## src/rtl/lss_pkg.sv

```systemverilog
// Shared encodings for the load/shift sequencing controller.
package lss_pkg;

   typedef enum logic [1:0] {
      OP_NOP  = 2'b00,
      OP_LOAD = 2'b01,
      OP_SHL  = 2'b10,
      OP_SHR  = 2'b11
   } op_e;

   // Mode select broadcast to every register slice.
   typedef enum logic [1:0] {
      C_HOLD = 2'b00,
      C_SHL  = 2'b01,
      C_LOAD = 2'b10,
      C_SHR  = 2'b11
   } c_e;

   typedef enum logic [1:0] {
      FILL_ZERO  = 2'b00,
      FILL_ONE   = 2'b01,
      FILL_ROT   = 2'b10,
      FILL_ARITH = 2'b11
   } fill_e;

   typedef enum logic [1:0] {
      ST_IDLE  = 2'b00,
      ST_LOAD  = 2'b01,
      ST_SHIFT = 2'b10,
      ST_DONE  = 2'b11
   } state_e;

   // Counter width able to hold the full register width after clamping.
   function automatic int cnt_width(input int width);
      return $clog2(width + 1);
   endfunction

endpackage

```

## src/rtl/lss_shift_counter.sv

```systemverilog
// Loadable down-counter for the remaining shift steps; amounts past WIDTH clamp to WIDTH.
module lss_shift_counter
   import lss_pkg::*;
#(
   parameter int WIDTH = 8,
   parameter int AMT_W = 4
) (
   input  logic             clk,
   input  logic             clr,
   input  logic             ld,
   input  logic             dec,
   input  logic [AMT_W-1:0] amt,
   output logic             last,
   output logic             ld_zero
);

   localparam int CNT_W = cnt_width(WIDTH);

   logic [CNT_W-1:0] cnt;
   logic [CNT_W-1:0] amt_c;

   always_comb begin
      amt_c = CNT_W'(WIDTH);
      if (amt <= AMT_W'(WIDTH)) amt_c = CNT_W'(amt);
   end

   always_ff @(posedge clk) begin
      if (clr)
         cnt <= '0;
      else if (ld)
         cnt <= amt_c;
      else if (dec && (cnt != '0))
         cnt <= cnt - 1'b1;
   end

   assign last    = (cnt == CNT_W'(1));
   assign ld_zero = (amt == '0);

endmodule

```

## src/rtl/lss_shift_ctrl.sv

```systemverilog
// Moore sequencer driving mode select and serial edge bits of a load/shift register.
module lss_shift_ctrl
   import lss_pkg::*;
#(
   parameter int WIDTH = 8,
   parameter int AMT_W = 4
) (
   input  logic             clk,
   input  logic             clr,
   input  logic             start,
   input  logic [1:0]       op,
   input  logic [AMT_W-1:0] amt,
   input  logic [1:0]       fill,
   input  logic             q_msb,
   input  logic             q_lsb,
   output logic [1:0]       c,
   output logic             ser_r,
   output logic             ser_l,
   output logic             busy,
   output logic             done
);

   state_e state_q, state_d;
   op_e    op_q;
   fill_e  fill_q;
   logic   cnt_ld, cnt_dec, cnt_last, amt_zero;
   logic   is_shift_op;

   assign is_shift_op = (op_e'(op) == OP_SHL) || (op_e'(op) == OP_SHR);
   assign cnt_ld      = (state_q == ST_IDLE) && start && is_shift_op;
   assign cnt_dec     = (state_q == ST_SHIFT);

   lss_shift_counter #(.WIDTH(WIDTH), .AMT_W(AMT_W)) u_cnt (
      .clk     (clk),
      .clr     (clr),
      .ld      (cnt_ld),
      .dec     (cnt_dec),
      .amt     (amt),
      .last    (cnt_last),
      .ld_zero (amt_zero)
   );

   always_ff @(posedge clk) begin
      if (clr) begin
         state_q <= ST_IDLE;
         op_q    <= OP_NOP;
         fill_q  <= FILL_ZERO;
      end else begin
         state_q <= state_d;
         if (cnt_ld) begin
            op_q   <= op_e'(op);
            fill_q <= fill_e'(fill);
         end
      end
   end

   always_comb begin
      state_d = state_q;
      c       = C_HOLD;
      ser_r   = 1'b0;
      ser_l   = 1'b0;
      busy    = (state_q != ST_IDLE);
      done    = 1'b0;
      unique case (state_q)
         ST_IDLE: begin
            if (start) begin
               unique case (op_e'(op))
                  OP_LOAD:        state_d = ST_LOAD;
                  OP_SHL, OP_SHR: state_d = amt_zero ? ST_DONE : ST_SHIFT;
                  default:        state_d = ST_DONE;
               endcase
            end
         end
         ST_LOAD: begin
            c       = C_LOAD;
            state_d = ST_DONE;
         end
         ST_SHIFT: begin
            // Rotate/arith read the live edge bits so each step sees the previous one.
            if (op_q == OP_SHL) begin
               c = C_SHL;
               unique case (fill_q)
                  FILL_ONE: ser_r = 1'b1;
                  FILL_ROT: ser_r = q_msb;
                  default:  ser_r = 1'b0;
               endcase
            end else begin
               c = C_SHR;
               unique case (fill_q)
                  FILL_ONE:   ser_l = 1'b1;
                  FILL_ROT:   ser_l = q_lsb;
                  FILL_ARITH: ser_l = q_msb;
                  default:    ser_l = 1'b0;
               endcase
            end
            if (cnt_last) state_d = ST_DONE;
         end
         ST_DONE: begin
            done    = 1'b1;
            state_d = ST_IDLE;
         end
         default: state_d = ST_IDLE;
      endcase
   end

endmodule

```

## config.mk

```make
export PLATFORM = sky130hd
export DESIGN_NAME = lss_shift_ctrl
export DESIGN_NICKNAME = d
export VERILOG_FILES = /design/src/rtl/lss_pkg.sv /design/src/rtl/lss_shift_counter.sv /design/src/rtl/lss_shift_ctrl.sv
export SDC_FILE = /design/constraint.sdc
export NUM_CORES = 1
export LEC_CHECK = 0
export ABC_AREA = 1
export CAP_MARGIN = 15
export CORE_MARGIN = 2
export CORE_UTILIZATION = 25
export CTS_CLUSTER_SIZE = 25
export DETAILED_ROUTE_END_ITERATION = 8
export PLACE_DENSITY = 0.54
export SKIP_LAST_GASP = 1
export SLEW_MARGIN = 20
export SYNTH_ARGS = -nofsm -noshare
export SYNTH_HDL_FRONTEND = slang
export SYNTH_SLANG_ARGS = --single-unit
```

## constraint.sdc

```tcl
create_clock -name clk -period 1.2 [get_ports clk]
set_input_delay 0.18 -clock clk [delete_from_list [all_inputs] [get_ports clk]]
set_output_delay 0.18 -clock clk [all_outputs]
set_load 0.03 [all_outputs]
```

==> run metrics, run 1 <==
Final Net Count=179; CTS Buffer Depth=2; Die Wd=58.57 um; CTS tree=yes; crit path max fanout=3; fmax=667.9 MHz; # Max-Cap Violations=0; Tot Pwr=2.963 mW; Inst Count DP=173; clock latency on the worst-skew pair=0.26 ns; failing checks=setup timing; RePlAce Congestion=0.7998; Core Util, Final=48.31%; Iteration-0 DRC Markers=23; Clock Power Share=10.3%; Synth Instances=111; vias in the first global route=830; initial antenna violation count=0; DRC viols=0; Hold Path Class=reg -> reg; grt total ovfl=0; Cell Pwr Density=2205 mW/mm2; WHS=0.5109 ns; post-synthesis sequential area ratio=26.89%; Worst-path clk slew=0.07 ns; Sw Ratio=43.82%; post-route antenna net violation count=0; CORE AREA=0.002781 mm2; Final Max Slew Viols=0; post-synthesis net count=133; DR WL/cell=11.05 um; Cell Int Power=1.664 mW; endpoints failing setup=15; area of the multi-input gates=614.3 um2; Cell variety after synth=18; outcome=complete, but fails checks; number of vias per cell=4.519; Cell Count, Final, Fillers Out=187; CTS Sinks=10; first-pass GRT wire length=3.415 mm; critical path required time=1.02 ns; Initial Util=26.77%; Worst-Margin Slew=0.3100 ns; Psw=1.298 mW; CTS H-tree depth=1; root buf cell=clkbuf_4; Chip Height=58.57 um; clk_skew=0.005485 ns; n_diodes=0; Register Area=207.7 um2; RSZ-0062 raised after global routing=true; min Tclk post-route=1.497 ns; worst vdd ir=1506 uV; startpoint type of the worst setup path=flop; Post-Syn Area=744.5 um2; Mapped Avg Cell Area=6.707 um2; register bit count reported by yosys=10; Routed WL=2.066 mm; yosys warns=0; Period Utilization, post-route=124.8%; P&R area growth vs syn=80.50%; FP Rows=19; # fillers=276; Port Buffers=18; pin count of the biggest net entering global routing=9; global router's overall resource usage=12.81%; routed vias=845; crit path kind=reg -> out; die area=0.003430 mm2; Final Hold Vio Count=0; # IOs=19; Rel. slew slack=79.31%; post-DP HPWL=1.469 mm; setup_tns=-2.308 ns; share of cells above drive strength 1=48.72%; Static Leak=0.6179 nW; Initial DRT Pass Iterations=4; arrival time worst endpoint=1.32 ns; combinational power share=71.0%; cts bufs inserted=3; Sequential Power Share=18.8%; crit end category=output pin; post-route setup slack=-0.2973 ns
==> registers in the layout (all words and copies together) (netlist names) <==
name / cells
state_q: 2
op_q: 2
u_cnt.cnt: 4
fill_q: 2
==> worst paths after layout <==
path,from,to,slack [ns],depth (start not counted)
setup / recovery,state_q[0]$_SDFFE_PP0P_,ser_l,-0.30,7
setup reg to reg,state_q[0]$_SDFFE_PP0P_,u_cnt.cnt[0]$_SDFFE_PP0P_,-0.15,8
hold / removal,u_cnt.cnt[1]$_SDFFE_PP0P_,u_cnt.cnt[1]$_SDFFE_PP0P_,0.51,2
hold reg to reg,u_cnt.cnt[1]$_SDFFE_PP0P_,u_cnt.cnt[1]$_SDFFE_PP0P_,0.51,2
==> stage by stage <==
step,cell area (um2),setup WS [ns]
2_1_floorplan,798.3,-0.1324
3_3_place_gp,1096,-0.2055
3_5_place_dp,1096,-0.2368
4_1_cts,1235,-0.3103
5_1_grt,1344,-0.3634
6_report,1344,-0.2973
==> cells by family (layout without fill, tap and decap cells) <==
group / count (synthesis) / in the layout / synth area share [%]
simple gates: 55 / 55 / 32.94
flops: 10 / 10 / 26.89
fa+ha+maj: 9 / 9 / 15.13
compound gates: 19 / 19 / 14.96
buf+inv: 18 / 63 / 10.08
==> worst max-delay path, cell delays in order (launching register included) <==
cell     delay (ns)
dfxtp_2        0.34
inv_4          0.06
ha_4           0.14
inv_4          0.04
a21oi_4        0.14
o21ai_2        0.08
a21oi_2        0.11
buf_6          0.14
==> cell usage after synthesis (all sizes together) <==
library cell / number / area, um2
nor2: 17 / 66.32
dfxtp: 10 / 200.2
buf: 1 / 11.26
o211ai: 1 / 12.51
nor4: 1 / 6.260
ha: 9 / 112.6
o21ai: 6 / 30.02
a21oi: 10 / 53.80
o21a: 2 / 15.01
nand2: 28 / 110.1
inv: 17 / 63.81
nand3: 9 / 62.56
==> cells in the final DEF (no fill, tap or decap), drive strengths merged <==
cell,Yosys,routed
nand2,28,28
clkbuf,0,4
o21a,2,2
nor2,17,17
a21oi,10,10
inv,17,17
o21ai,6,6
dfxtp,10,10
clkdlybuf4s50,0,12
nand3,9,9
buf,1,30
ha,9,9
o211ai,1,1
nor4,1,1
==> final cells by class <==
class / instances / share of cell area (%)
flip-flops and latches: 10 / 15.46
well taps: 31 / 2.886
repair buffers: 42 / 27.93
multi-input cells: 83 / 45.72
inverters: 17 / 5.307
clock buffers: 4 / 2.700
==> power by group through the flow <==
stage               Combinational, mW  Sequential [mW]  Clock [mW]
finish                           2.10            0.556       0.304
global route                     2.31            0.572       0.326
CTS                              1.78            0.555       0.307
detailed placement               1.54            0.544           0
global placement                 1.53            0.540           0
floorplan                        1.05            0.533           0
==> routing by layer <==
layer / global-route usage (%) / vias to the layer above / wire length, um
met5: 0 / - / 0
met4: 4.221 / 0 / 17
met3: 2.857 / 2 / 86
met2: 22.95 / 15 / 1076
met1: 15.05 / 387 / 886
li1: - / 441 / -
==> repair_timing <==
action / CTS / global route
hold buffers: 0 / 0
setup buffers: 4 / 6
pin swaps: 5 / 4
setup endpoints to repair: 15 / 15
gates resized for setup: 20 / 20
Note: power is estimated with default switching activity, not from simulation.
==> inputs of run 2 (changes only) <==
--- a/config.mk
+++ b/config.mk
@@ -11,7 +11,6 @@
 export CORE_UTILIZATION = 25
 export CTS_CLUSTER_SIZE = 25
 export DETAILED_ROUTE_END_ITERATION = 8
-export PLACE_DENSITY = 0.54
 export SKIP_LAST_GASP = 1
 export SLEW_MARGIN = 20
 export SYNTH_ARGS = -nofsm -noshare
==> run metrics, run 2 (synthesized netlist as in run 1, its figures left out) <==
Initial Util=26.77% (unchanged); Hold Path End=fill_q[1]$_SDFFE_PP0P_ (was u_cnt.cnt[1]$_SDFFE_PP0P_); commonest non-fill, non-tap cell in the layout=nand2_1 (unchanged); Iteration-0 DRC Markers=14 (was 23); number of vias per cell=4.684 (was 4.519); Final Max Slew Viols=0 (unchanged); routed vias=876 (was 845); Tot Pwr=3.287 mW (was 2.963 mW); # hold bufs at CTS=0 (unchanged); Place WS=-0.2243 ns (was -0.2368 ns); arrival time worst endpoint=1.36 ns (was 1.32 ns); Worst-Margin Slew=0.3801 ns (was 0.3100 ns); post-route setup slack=-0.3392 ns (was -0.2973 ns); worst vdd ir=1311 uV (was 1506 uV); Period Utilization, post-route=128.3% (was 124.8%); DRC viols=0 (unchanged); Worst-path clk slew=0.08 ns (was 0.07 ns); min Tclk post-route=1.539 ns (was 1.497 ns); fmax=649.7 MHz (was 667.9 MHz); Sw Ratio=45.15% (was 43.82%); CTS Sinks=10 (unchanged); vias in the first global route=901 (was 830); endpoints failing setup=16 (was 15); RSZ-0062 raised after global routing=true (unchanged); most frequent cells in the layout=nand2_1, buf_4 (was nand2_1, buf_4, nor2_1); Cell Count, Final, Fillers Out=187 (unchanged); Cell Pwr Density=2323 mW/mm2 (was 2205 mW/mm2); max FFs per register=4 (unchanged); Initial DRT Pass Iterations=4 (unchanged); area of the multi-input gates=675.6 um2 (was 614.3 um2); n_diodes=0 (unchanged); Hold Path Depth=3 (was 2); combinational power share=72.8% (was 71.0%); global router's overall resource usage=14.45% (was 12.81%); share of cells above drive strength 1=51.28% (was 48.72%); RePlAce Congestion=0.8669 (was 0.7998); Sequential Power Share=17.2% (was 18.8%); FF-to-FF End=u_cnt.cnt[0]$_SDFFE_PP0P_ (unchanged); FP Rows=19 (unchanged); failing checks=setup timing (unchanged); Cell Int Power=1.803 mW (was 1.664 mW); Die Wd=58.57 um (unchanged); grt total ovfl=0 (unchanged); crit end category=output pin (unchanged); CTS H-tree depth=1 (unchanged); Register Area=210.2 um2 (was 207.7 um2); # IOs=19 (unchanged); P&R area growth vs syn=90.08% (was 80.50%); Psw=1.484 mW (was 1.298 mW); clock latency on the worst-skew pair=0.28 ns (was 0.26 ns); Final Net Count=179 (unchanged); Rel. slew slack=74.58% (was 79.31%); Hold Path Class=in -> reg (was reg -> reg); clk_skew=0.008945 ns (was 0.005485 ns); startpoint type of the worst setup path=flop (unchanged); Crit Reg-Reg Startpoint=state_q[0]$_SDFFE_PP0P_ (unchanged); Final Hold Vio Count=0 (unchanged); post-route antenna net violation count=0 (unchanged); CORE AREA=0.002781 mm2 (unchanged); first-pass GRT wire length=3.767 mm (was 3.415 mm); cts bufs inserted=3 (unchanged); CTS Buffer Depth=2 (unchanged); R2R cell count=9 (was 8); Port Buffers=18 (unchanged); # Max-Cap Violations=0 (unchanged); root buf cell=clkbuf_4 (unchanged); # fillers=260 (was 276); Routed WL=2.174 mm (was 2.066 mm); crit path kind=reg -> out (unchanged); Inst Count DP=173 (unchanged); initial antenna violation count=0 (unchanged); Chip Height=58.57 um (unchanged); die area=0.003430 mm2 (unchanged); HP Start=fill[1] (was u_cnt.cnt[1]$_SDFFE_PP0P_); crit path max fanout=3 (unchanged); CTS tree=yes (unchanged); critical path required time=1.02 ns (about the same); outcome=complete, but fails checks (unchanged); Static Leak=0.6389 nW (was 0.6179 nW); pin count of the biggest net entering global routing=9 (unchanged); setup_tns=-2.878 ns (was -2.308 ns); Clock Power Share=10.0% (was 10.3%); DR WL/cell=11.63 um (was 11.05 um); post-DP HPWL=1.464 mm (was 1.469 mm); most flop-heavy register=u_cnt.cnt (unchanged); reg2reg setup slack=-0.19 ns (was -0.15 ns)
[run 2: changes by cell type in the layout (fill, tap and decap cells not counted), sizes merged]
cell / delta
buf: -1
nand3: +1
[run 2: final cells by class]
class,count,area share (%)
multi-input combinational,84,47.75
timing repair buffer,41,27.06
sequential,10,14.85
inverter,17,5.040
tap,31,2.741
clock buffer,4,2.564
[run 2: through the flow]
step | hold slack [ns] | instance area [um2] | util [%]
floorplan | 0.2491 | 798.3 | -
global placement | 0.4925 | 1096 | 39.41
detailed placement | 0.5015 | 1096 | 39.41
CTS | 0.5286 | 1319 | 47.41
global route | 0.5535 | 1415 | 50.88
finish | 0.5316 | 1415 | 50.88
[run 2: power by group through the flow]
stage	Clock (mW)	Sequential [mW]	Combinational, mW
floorplan	0	0.533	1.05
global placement	0	0.537	1.54
detailed placement	0	0.539	1.56
CTS	0.322	0.554	2.08
global route	0.346	0.578	2.61
finish	0.329	0.565	2.39
[run 2: routing by layer]
layer / track usage (%) / vias to the layer above / part of all wire, %
li1: - / 446 / -
met1: 16.91 / 390 / 44
met2: 24.24 / 32 / 48
met3: 2.637 / 8 / 4.9
met4: 9.091 / 0 / 3.0
met5: 0 / - / 0
[run 2: worst max-delay path: stages, from the launching register on]
cell and delay [ns]:
dfxtp_2 0.34, inv_4 0.07, ha_4 0.14, inv_4 0.04
a21oi_4 0.15, o21ai_2 0.08, a21oi_2 0.12, buf_6 0.14
[run 2: worst max-delay path by stage]
stage / to / slack [ns] / from / cells past startpoint
2_1_floorplan: ser_l / -0.13 / state_q[0]$_SDFFE_PP0P_ / 6
3_3_place_gp: u_cnt.cnt[1]$_SDFFE_PP0P_ / -0.21 / op[1] / 6
5_1_grt: ser_l / -0.40 / state_q[0]$_SDFFE_PP0P_ / 7
4_1_cts: ser_l / -0.32 / state_q[0]$_SDFFE_PP0P_ / 7
6_report: ser_l / -0.34 / state_q[0]$_SDFFE_PP0P_ / 7
3_5_place_dp: u_cnt.cnt[1]$_SDFFE_PP0P_ / -0.22 / op[1] / 6
[run 2: what timing repair did]
item | in CTS | in global routing
endpoints found under the setup margin | 14 | 16
pin swaps | 12 | 9
buffers inserted | 6 | 5
resized for setup | 36 | 21
cloned | 1 | 0
